## src/rtl/muldiv_pkg.sv

```systemverilog
// Shared definitions for the EX-stage multiply/divide unit.
// The DIV/DIVU decode depends on MULDIV_DIV_EN.
package muldiv_pkg;

  localparam logic [5:0] MULT  = 6'h18;
  localparam logic [5:0] MULTU = 6'h19;
  localparam logic [5:0] DIV   = 6'h1A;
  localparam logic [5:0] DIVU  = 6'h1B;
  localparam logic [5:0] MFHI  = 6'h10;
  localparam logic [5:0] MTHI  = 6'h11;
  localparam logic [5:0] MFLO  = 6'h12;
  localparam logic [5:0] MTLO  = 6'h13;

  typedef enum logic [1:0] {
    IDLE = 2'd0,
    CALC = 2'd1,
    FIX  = 2'd2
  } state_t;

  function automatic logic is_div_funct(input logic [5:0] f);
    return (f == DIV) || (f == DIVU);
  endfunction

  // Iterative ops this build actually executes.
  function automatic logic is_muldiv_funct(input logic [5:0] f);
`ifdef MULDIV_DIV_EN
    return (f == MULT) || (f == MULTU) || is_div_funct(f);
`else
    return (f == MULT) || (f == MULTU);
`endif
  endfunction

  function automatic logic is_hilo_funct(input logic [5:0] f);
    return is_muldiv_funct(f) || (f == MFHI) || (f == MTHI) ||
           (f == MFLO) || (f == MTLO);
  endfunction

  function automatic logic is_signed_funct(input logic [5:0] f);
    return (f == MULT) || (f == DIV);
  endfunction

endpackage

```

## src/rtl/muldiv_iter.sv

```systemverilog
// One combinational iteration of the mul/div datapath.
// Multiply: shift-add of operand into the upper half, right shift.
// Divide (only with MULDIV_DIV_EN): restoring shift-subtract,
// accumulator holds {remainder, dividend/quotient}.
module muldiv_iter #(
  parameter int unsigned XLEN = 32
) (
  input  logic              is_div,
  input  logic [2*XLEN-1:0] acc,
  input  logic [XLEN-1:0]   operand,
  output logic [2*XLEN-1:0] acc_next
);

  logic [XLEN:0]     mul_sum;
  logic [2*XLEN-1:0] mul_next;

  always_comb begin
    mul_sum  = {1'b0, acc[2*XLEN-1:XLEN]} + (acc[0] ? {1'b0, operand} : '0);
    mul_next = {mul_sum, acc[XLEN-1:1]};
  end

`ifdef MULDIV_DIV_EN
  logic [XLEN:0]     rem_sh;
  logic [XLEN-1:0]   rem_diff;
  logic              sub_ok;
  logic [2*XLEN-1:0] div_next;

  // Shifted remainder is XLEN+1 bits wide; when the subtract succeeds the
  // true difference fits in XLEN bits, so the low bits are exact.
  always_comb begin
    rem_sh   = acc[2*XLEN-1:XLEN-1];
    sub_ok   = rem_sh >= {1'b0, operand};
    rem_diff = rem_sh[XLEN-1:0] - operand;
    div_next = sub_ok ? {rem_diff, acc[XLEN-2:0], 1'b1}
                      : {acc[2*XLEN-2:0], 1'b0};
    acc_next = is_div ? div_next : mul_next;
  end
`else
  always_comb begin
    acc_next = is_div ? acc : mul_next;
  end
`endif

endmodule

```

## src/rtl/ex_muldiv_unit.sv

```systemverilog
// EX-stage iterative multiply/divide unit with HI/LO and MF/MT handling.
// Define MULDIV_DIV_EN to build the divider; otherwise DIV/DIVU are ignored.
module ex_muldiv_unit
  import muldiv_pkg::*;
#(
  parameter int unsigned XLEN = 32
) (
  input  logic            clk,
  input  logic            reset,
  input  logic            op_valid,
  input  logic [5:0]      funct,
  input  logic [XLEN-1:0] rs_val,
  input  logic [XLEN-1:0] rt_val,
  output logic            stall,
  output logic            busy,
  output logic            done,
  output logic [XLEN-1:0] mf_result,
  output logic [XLEN-1:0] hi_out,
  output logic [XLEN-1:0] lo_out
);

  localparam int unsigned CNT_W = $clog2(XLEN);
  localparam logic [CNT_W-1:0] CNT_LAST = CNT_W'(XLEN - 1);

  state_t            state_q, state_d;
  logic [CNT_W-1:0]  cnt_q;
  logic [2*XLEN-1:0] acc_q, acc_next, prod;
  logic [XLEN-1:0]   opnd_q, hi_q, lo_q;
  logic [XLEN-1:0]   mag_a, mag_b, fix_hi, fix_lo;
  logic              neg_q, done_q, accept_md, op_signed, iter_div;

`ifdef MULDIV_DIV_EN
  logic              is_div_q, neg_rem_q, div0_q, op_div;
  logic [XLEN-1:0]   dvd_raw_q;
  assign op_div   = is_div_funct(funct);
  assign iter_div = is_div_q;
`else
  assign iter_div = 1'b0;
`endif

  muldiv_iter #(.XLEN(XLEN)) u_iter (
    .is_div   (iter_div),
    .acc      (acc_q),
    .operand  (opnd_q),
    .acc_next (acc_next)
  );

  always_comb begin
    accept_md = (state_q == IDLE) && op_valid && is_muldiv_funct(funct);
    op_signed = is_signed_funct(funct);
    mag_a     = (op_signed && rs_val[XLEN-1]) ? -rs_val : rs_val;
    mag_b     = (op_signed && rt_val[XLEN-1]) ? -rt_val : rt_val;
  end

  always_comb begin
    state_d = state_q;
    unique case (state_q)
      IDLE:    if (accept_md) state_d = CALC;
      CALC:    if (cnt_q == CNT_LAST) state_d = FIX;
      FIX:     state_d = IDLE;
      default: state_d = IDLE;
    endcase
  end

  always_comb begin
    prod   = neg_q ? -acc_q : acc_q;
    fix_hi = prod[2*XLEN-1:XLEN];
    fix_lo = prod[XLEN-1:0];
`ifdef MULDIV_DIV_EN
    if (is_div_q) begin
      if (div0_q) begin
        fix_lo = '1;
        fix_hi = dvd_raw_q;
      end else begin
        fix_lo = neg_q     ? -acc_q[XLEN-1:0]      : acc_q[XLEN-1:0];
        fix_hi = neg_rem_q ? -acc_q[2*XLEN-1:XLEN] : acc_q[2*XLEN-1:XLEN];
      end
    end
`endif
  end

  always_ff @(posedge clk) begin
    if (!reset) begin
      state_q <= IDLE;
      cnt_q   <= '0;
      acc_q   <= '0;
      opnd_q  <= '0;
      neg_q   <= 1'b0;
      hi_q    <= '0;
      lo_q    <= '0;
      done_q  <= 1'b0;
`ifdef MULDIV_DIV_EN
      is_div_q  <= 1'b0;
      neg_rem_q <= 1'b0;
      div0_q    <= 1'b0;
      dvd_raw_q <= '0;
`endif
    end else begin
      state_q <= state_d;
      done_q  <= 1'b0;
      unique case (state_q)
        IDLE: begin
          if (accept_md) begin
            cnt_q  <= '0;
            neg_q  <= op_signed && (rs_val[XLEN-1] ^ rt_val[XLEN-1]);
            acc_q  <= {{XLEN{1'b0}}, mag_b};
            opnd_q <= mag_a;
`ifdef MULDIV_DIV_EN
            is_div_q  <= op_div;
            neg_rem_q <= op_signed && rs_val[XLEN-1];
            div0_q    <= (rt_val == '0);
            dvd_raw_q <= rs_val;
            if (op_div) begin
              acc_q  <= {{XLEN{1'b0}}, mag_a};
              opnd_q <= mag_b;
            end
`endif
          end else if (op_valid && funct == MTHI) begin
            hi_q <= rs_val;
          end else if (op_valid && funct == MTLO) begin
            lo_q <= rs_val;
          end
        end
        CALC: begin
          acc_q <= acc_next;
          cnt_q <= cnt_q + 1'b1;
        end
        FIX: begin
          hi_q   <= fix_hi;
          lo_q   <= fix_lo;
          done_q <= 1'b1;
        end
        default: ;
      endcase
    end
  end

  always_comb begin
    mf_result = '0;
    if (state_q == IDLE && op_valid) begin
      if (funct == MFHI) mf_result = hi_q;
      else if (funct == MFLO) mf_result = lo_q;
    end
  end

  assign busy   = (state_q != IDLE);
  assign stall  = busy && op_valid && is_hilo_funct(funct);
  assign done   = done_q;
  assign hi_out = hi_q;
  assign lo_out = lo_q;

endmodule

```

## config.mk

```make
export PLATFORM = sky130hd
export DESIGN_NAME = ex_muldiv_unit
export DESIGN_NICKNAME = d
export VERILOG_FILES = /design/src/rtl/muldiv_pkg.sv /design/src/rtl/muldiv_iter.sv /design/src/rtl/ex_muldiv_unit.sv
export SDC_FILE = /design/constraint.sdc
export NUM_CORES = 1
export LEC_CHECK = 0
export ABC_CLOCK_PERIOD_IN_PS = 3400
export CORE_UTILIZATION = 56
export DETAILED_ROUTE_END_ITERATION = 12
export PLACE_DENSITY = 0.84
export RECOVER_POWER = 100
export SLEW_MARGIN = 20
export SYNTH_ARGS = -nofsm -noshare
export SYNTH_HDL_FRONTEND = slang
export SYNTH_SLANG_ARGS = --single-unit
export TNS_END_PERCENT = 20
```

## constraint.sdc

```tcl
create_clock -name clk -period 3.4 [get_ports clk]
set_clock_uncertainty 0.15 [all_clocks]
set_input_delay 0.68 -clock clk [delete_from_list [all_inputs] [get_ports clk]]
set_output_delay 0.68 -clock clk [all_outputs]
set_load 0.01 [all_outputs]
```

After elaboration in Yosys (flattened, before gate mapping):

Index checks and enable logic that the tools add are counted.

* bitwise logic cells: 1
* reduce and logical (&&, ||, !) cells: 24
* equal/unequal tests: 16
* add/sub/neg operators: 5
* multiplexer cells: 22

Operators by type and width (count)
* $mux W32: 11
* $mux W64: 2
* $pmux W32 S2: 2
* $pmux W64 S2: 1
* $neg A32 Y32: 2
* $neg A64 Y64: 1
* $eq A6 B5 Y1 const B: 7
* $add A32 B33 Y33: 1
* $pmux W5 S2: 1
* $logic_and A1 B1 Y1: 9
* $ne A2 B2 Y1 const B: 4
* $logic_or A1 B1 Y1: 6
* $reduce_and A2 Y1: 3
* $reduce_bool A2 Y1: 3
* $add A5 B1 Y5 const B: 1
* $eq A5 B5 Y1 const B: 1
* $mux W5: 1
* $mux W2: 2
* $ne A2 B1 Y1 const B: 2
* $pmux W2 S2: 1
* $reduce_and A4 Y1: 1
* $reduce_and A3 Y1: 1
* $eq A2 B1 Y1 const B: 1
* $eq A2 B2 Y1 const B: 1
* other kinds (3): 3

* word-level logic and storage cells: 76
* output and inout port bits: 99
* register bits after elaboration: 169

Logic depth before layout (Yosys ltp):

Gate-level depths: netlist (run 1).

* word-level depth: 7
* mapped depth: 12
* depth with buffers taken out: 11

By module:

A second synthesis (run 1) with hierarchy kept.

* cells, all modules: 1777
* area, all modules: 13425.4 µm²

By module, submodules not included
* ex_muldiv_unit: times used 1, area each 10493.8 µm², cells an instance 1340, seq. area each 3383.2 µm²
* muldiv_iter: times used 1, area each 2931.6 µm², cells an instance 437, seq. area each 0.0 µm²

Worst setup path after synthesis (run 1):

OpenSTA, ideal clock, no wires.

* path type: input-to-reg
* start point: input port rt_val[9]
* end point: register acc_q[29]
* setup slack: 0.240 ns
* cell stages on the path: 8
* arrival: 2.936 ns
* library setup time: 0.074 ns
* required time: 3.176 ns
* cells stage by stage: or4_4 or4_1 buf_2 or4_4 o41ai_2 xnor2_1 nand2_1 a31oi_1

* cells in the longest elaborated chain, start to end: 4

RTL lines
* start: declaration: RTL line ex_muldiv_unit.sv:13 `input logic [XLEN-1:0] rt_val,`
* $neg A32 Y32: RTL line ex_muldiv_unit.sv:52 `mag_b = (op_signed && rt_val[XLEN-1]) ? -rt_val : rt_val;`
* $mux W32: RTL line ex_muldiv_unit.sv:52
* $mux W64: RTL line ex_muldiv_unit.sv:103 `if (accept_md) begin`
* $pmux W64 S2: RTL line ex_muldiv_unit.sv:101 `unique case (state_q)`
* end signal: assignment: RTL line ex_muldiv_unit.sv:106 `acc_q <= {{XLEN{1'b0}}, mag_b};`
* end signal: assignment: RTL line ex_muldiv_unit.sv:125 `acc_q <= acc_next;`
* end: declaration: RTL line ex_muldiv_unit.sv:27 `logic [2*XLEN-1:0] acc_q, acc_next, prod;`

No other way between the ends. The select of a mux whose other input is x is not followed.
A chain may end at the register's enable or synchronous reset.

Final worst setup path (run 1):

* start point: input port funct[5]
* end point: output port mf_result[5]

* cells in the longest elaborated chain, start to end: 4

RTL lines
* start: declaration: RTL line ex_muldiv_unit.sv:11 `input logic [5:0] funct,`
* $eq A6 B5 Y1: RTL line ex_muldiv_unit.sv:142 `else if (funct == MFLO) mf_result = lo_q;`
* $mux W32: RTL line ex_muldiv_unit.sv:142
* $mux W32 *: RTL line ex_muldiv_unit.sv:141 `if (funct == MFHI) mf_result = hi_q;`
* $mux W32 *: RTL line ex_muldiv_unit.sv:140 `if (state_q == IDLE && op_valid) begin`
* end: declaration: RTL line ex_muldiv_unit.sv:17 `output logic [XLEN-1:0] mf_result,`

Every way passes the cells marked *; elsewhere a longest branch is shown, timed or not.

==> impl_metrics.ini, run 1 <==
[sta]
period_share = 0.963
fin_crit_ns = 3.27
final-setup-viol-count = 0
tightest_slew_ns = 1.15
rsz0062_at_grt = false
fmax_mhz = 305
slew_headroom = 0.235
slew_viol_final = 0
finalHoldViolations = 0

[logic_synthesis]
synth_top_flop_cell = dfxtp_1
syn-num-nets = 1700
seq_area_frac_synth = 0.284
synth.distinct_cells = 70
avgSynthCellArea_um2 = 7.50
ys_warn_count = 0
synth_cells = 1589
synth_edf_count = 0
ys_seq_elements = 169
syn-cell-area_um2 = 11900
ys_async_sr_fraction = 0

[critical_path]
cp.depth = 6
r2r_end = hi_out[27]
crit_path_top_delay_cell = clkdlybuf4s50_1
r2r_cells = 6
critPathLaunchType = primary input
max_stage_delay_ns = 0.42
reg2reg_from = acc_q[24]
crit_chain = clkdlybuf4s50_1 > nand4bb_1 > or4_4 > buf_4 > nor2_1 > dlygate4sd2_1
end_kind = output pin
path_delay_family = buffers and inverters
cp_data_required_time_ns = 2.57
worst-path-max-fanout = 32
r2r_setup_slack_ns = 0.18
worstSetupPathType = primary input to output pin
cp_num_buf_inv = 3
arrival_ns = 2.44

[layout]
nets = 1879
syn_to_final_growth_pct = 24.0
layout-drive-gt1-share = 0.0853
fin_cells = 2052
post-route-cell-area_um2 = 14800

[floorplanning]
dieArea_um2 = 21900
initial_utilization = 0.580
num_rows = 52
die_w_um = 148
ios = 172
die_h_um = 148
core_um2 = 20600

[clock_tree]
htree_levels = 4
clock-sinks = 169
path_clk_slew_ns = 0.07
post_cts_buffers = 0
cts-root-buf = clkbuf_16
cts_tree = done
cts_inserted_buffers = 17
clk_latency_ns = 0.44
clockBufferDepth = 2
cts.hold.buffers_added = 0

[global_route]
grt-ovfl-total = 0
grt_pass1_wl_um = 66900
grt_max_degree = 93
antenna_found_initial = 1
first_global_vias = 12200
track_usage = 0.393

[pwr]
pwr-share-seq = 0.452
switching_share = 0.277
irDropWorstVdd_uv = 331
leakagePower_nw = 5.95
p_sw_w = 0.00123
power_density_nw_per_um2 = 300
combPwrFrac = 0.121
finalPower_w = 0.00443
p_clk_frac = 0.427
p_int_w = 0.00320

[place]
io_buffers = 171
hpwlAfterDp_um = 33000
dp.cells = 2019
placed_cell_area_um2 = 14400
gp_congestion = 0.994

[hold_path]
whs_endpoint = opnd_q[0]
min_path_cells = 2
min-delay-start = opnd_q[0]
hp-class = register to register

[outcome]
status = complete, no violations

[drt]
drt_pass1_iterations = 6
routed_wl_um = 43400
drt-initial-drc-count = 1371
drc_errors = 0
vias = 13400
wire_per_inst_um = 21.1
ant_nets = 0
vias_per_cell = 6.51

[flow_run]
drv_cap = 0
## metrics by stage
step	setup slack, ns	utilization	hold WS, ns	setup TNS, ns
finish	0.126	0.719	0.308	0
global route	0.00864	0.719	0.350	0
CTS	0.134	0.725	0.307	0
detailed placement	-0.223	0.699	0.298	-3.38
global placement	-0.177	0.699	0.285	-1.23
floorplan	0.240	-	0.277	0
## area by class of cell
| cell class | count | area, µm² |
|---|---|---|
| antenna | 1 | 2.50 |
| clock buffer | 20 | 447 |
| clock inverter | 12 | 109 |
| fill | 1734 | 5780 |
| inverter | 21 | 80.1 |
| multi-input combinational | 1286 | 8020 |
| sequential | 169 | 3380 |
| tap | 270 | 338 |
| timing repair buffer | 273 | 2400 |
## state kept, by name (all words and copies together), names as in the netlist
register  cells
lo_out       32
neg_q         1
cnt_q         5
acc_q        64
hi_out       32
opnd_q       32
state_q       2
done          1
## cells by family (layout without fill, tap and decap cells)
| group | count (synthesis) | after routing | synth area share |
|---|---|---|---|
| AND/OR/NAND/NOR | 602 | 602 | 0.247 |
| AO/OA/AOI/OAI | 480 | 480 | 0.259 |
| flip-flops | 169 | 169 | 0.284 |
| buffers and inverters | 134 | 326 | 0.0431 |
| XOR/XNOR | 121 | 121 | 0.0889 |
| multiplexers | 45 | 45 | 0.0378 |
| adder cells (fa/ha/maj) | 38 | 38 | 0.0405 |
| other | 0 | 1 | 0 |
## worst register-to-register path: cells and delay by family (launching register included)
kind | cells | cell delay (ns)
flip-flops | 1 | 0.37
AND/OR/NAND/NOR | 4 | 2.18
AO/OA/AOI/OAI | 2 | 0.43
## worst max path at each step
stage,from,endpoint,slack [ns]
6_report,funct[5],mf_result[5],0.13
5_1_grt,acc_q[0],acc_q[57],0.009
4_1_cts,acc_q[0],acc_q[62],0.13
3_5_place_dp,rt_val[9],acc_q[29],-0.22
3_3_place_gp,rt_val[9],acc_q[29],-0.18
2_1_floorplan,rt_val[9],acc_q[29],0.24
## what timing repair did
| item | CTS | global route |
|---|---|---|
| pin swaps | 0 | 0 |
| endpoints found under the hold margin | 0 | 0 |
| endpoints found under the setup margin | 32 | 6 |
| gates resized for setup | 33 | 2 |
## power by group through the flow
| stage | Sequential [W] | Clock [W] | Combinational (W) |
|---|---|---|---|
| 2_1_floorplan | 0.00204 | 0 | 0.000247 |
| 3_3_place_gp | 0.00205 | 0 | 0.000527 |
| 3_5_place_dp | 0.00205 | 0 | 0.000534 |
| 4_1_cts | 0.00200 | 0.00189 | 0.000537 |
| 5_1_grt | 0.00200 | 0.00197 | 0.000564 |
| 6_report | 0.00200 | 0.00189 | 0.000538 |
## synthesized netlist by cell type (all sizes together), types with 7 or more instances
master	number	area, µm²
a211o	10	87.6
a211oi	37	278
a21o	9	67.6
a21oi	151	756
a22oi	28	210
a31oi	17	106
and2	40	250
and3	12	75.1
buf	14	57.6
clkbuf	98	368
dfxtp	169	3380
ha	37	463
inv	21	78.8
mux2i	45	450
nand2	174	656
nand2b	17	106
nand3	43	215
nand4	18	119
nor2	172	646
nor3	30	150
nor4	23	169
o211ai	10	75.1
o21a	8	60.1
o21ai	95	475
o221ai	16	140
o22ai	13	81.3
o31ai	29	218
o41ai	14	145
or2	7	43.8
or3	23	146
or4	19	165
xnor2	52	455
xor2	69	604
## placed cells by master, fill, tap and decap left out, types with 20 or more instances in the layout
cell type,n
a211oi_1,36
a21oi_1,151
a22oi_1,28
and2_1,36
buf_4,82
clkdlybuf4s50_1,68
dfxtp_1,168
dlygate4sd2_1,32
dlygate4sd3_1,70
ha_1,37
inv_1,20
mux2i_1,45
nand2_1,173
nand3_1,43
nor2_1,171
nor3_1,30
nor4_1,20
o21ai_0,95
o31ai_1,29
or3_1,21
xnor2_1,52
xor2_1,69
## layer usage
metal  wire, µm  track usage
met1      17300        0.516
met2      19600        0.624
met3       4270       0.0642
met4       2220        0.196
met5          9            0
(Power assumes the default switching activity.)
==> inputs of run 2 (changes only) <==
- CAP_MARGIN: not set -> 20
- CTS_CLUSTER_DIAMETER: not set -> 40
==> results of run 2 <==
No change in the layout: final DEF, timing and power equal those of run 1.
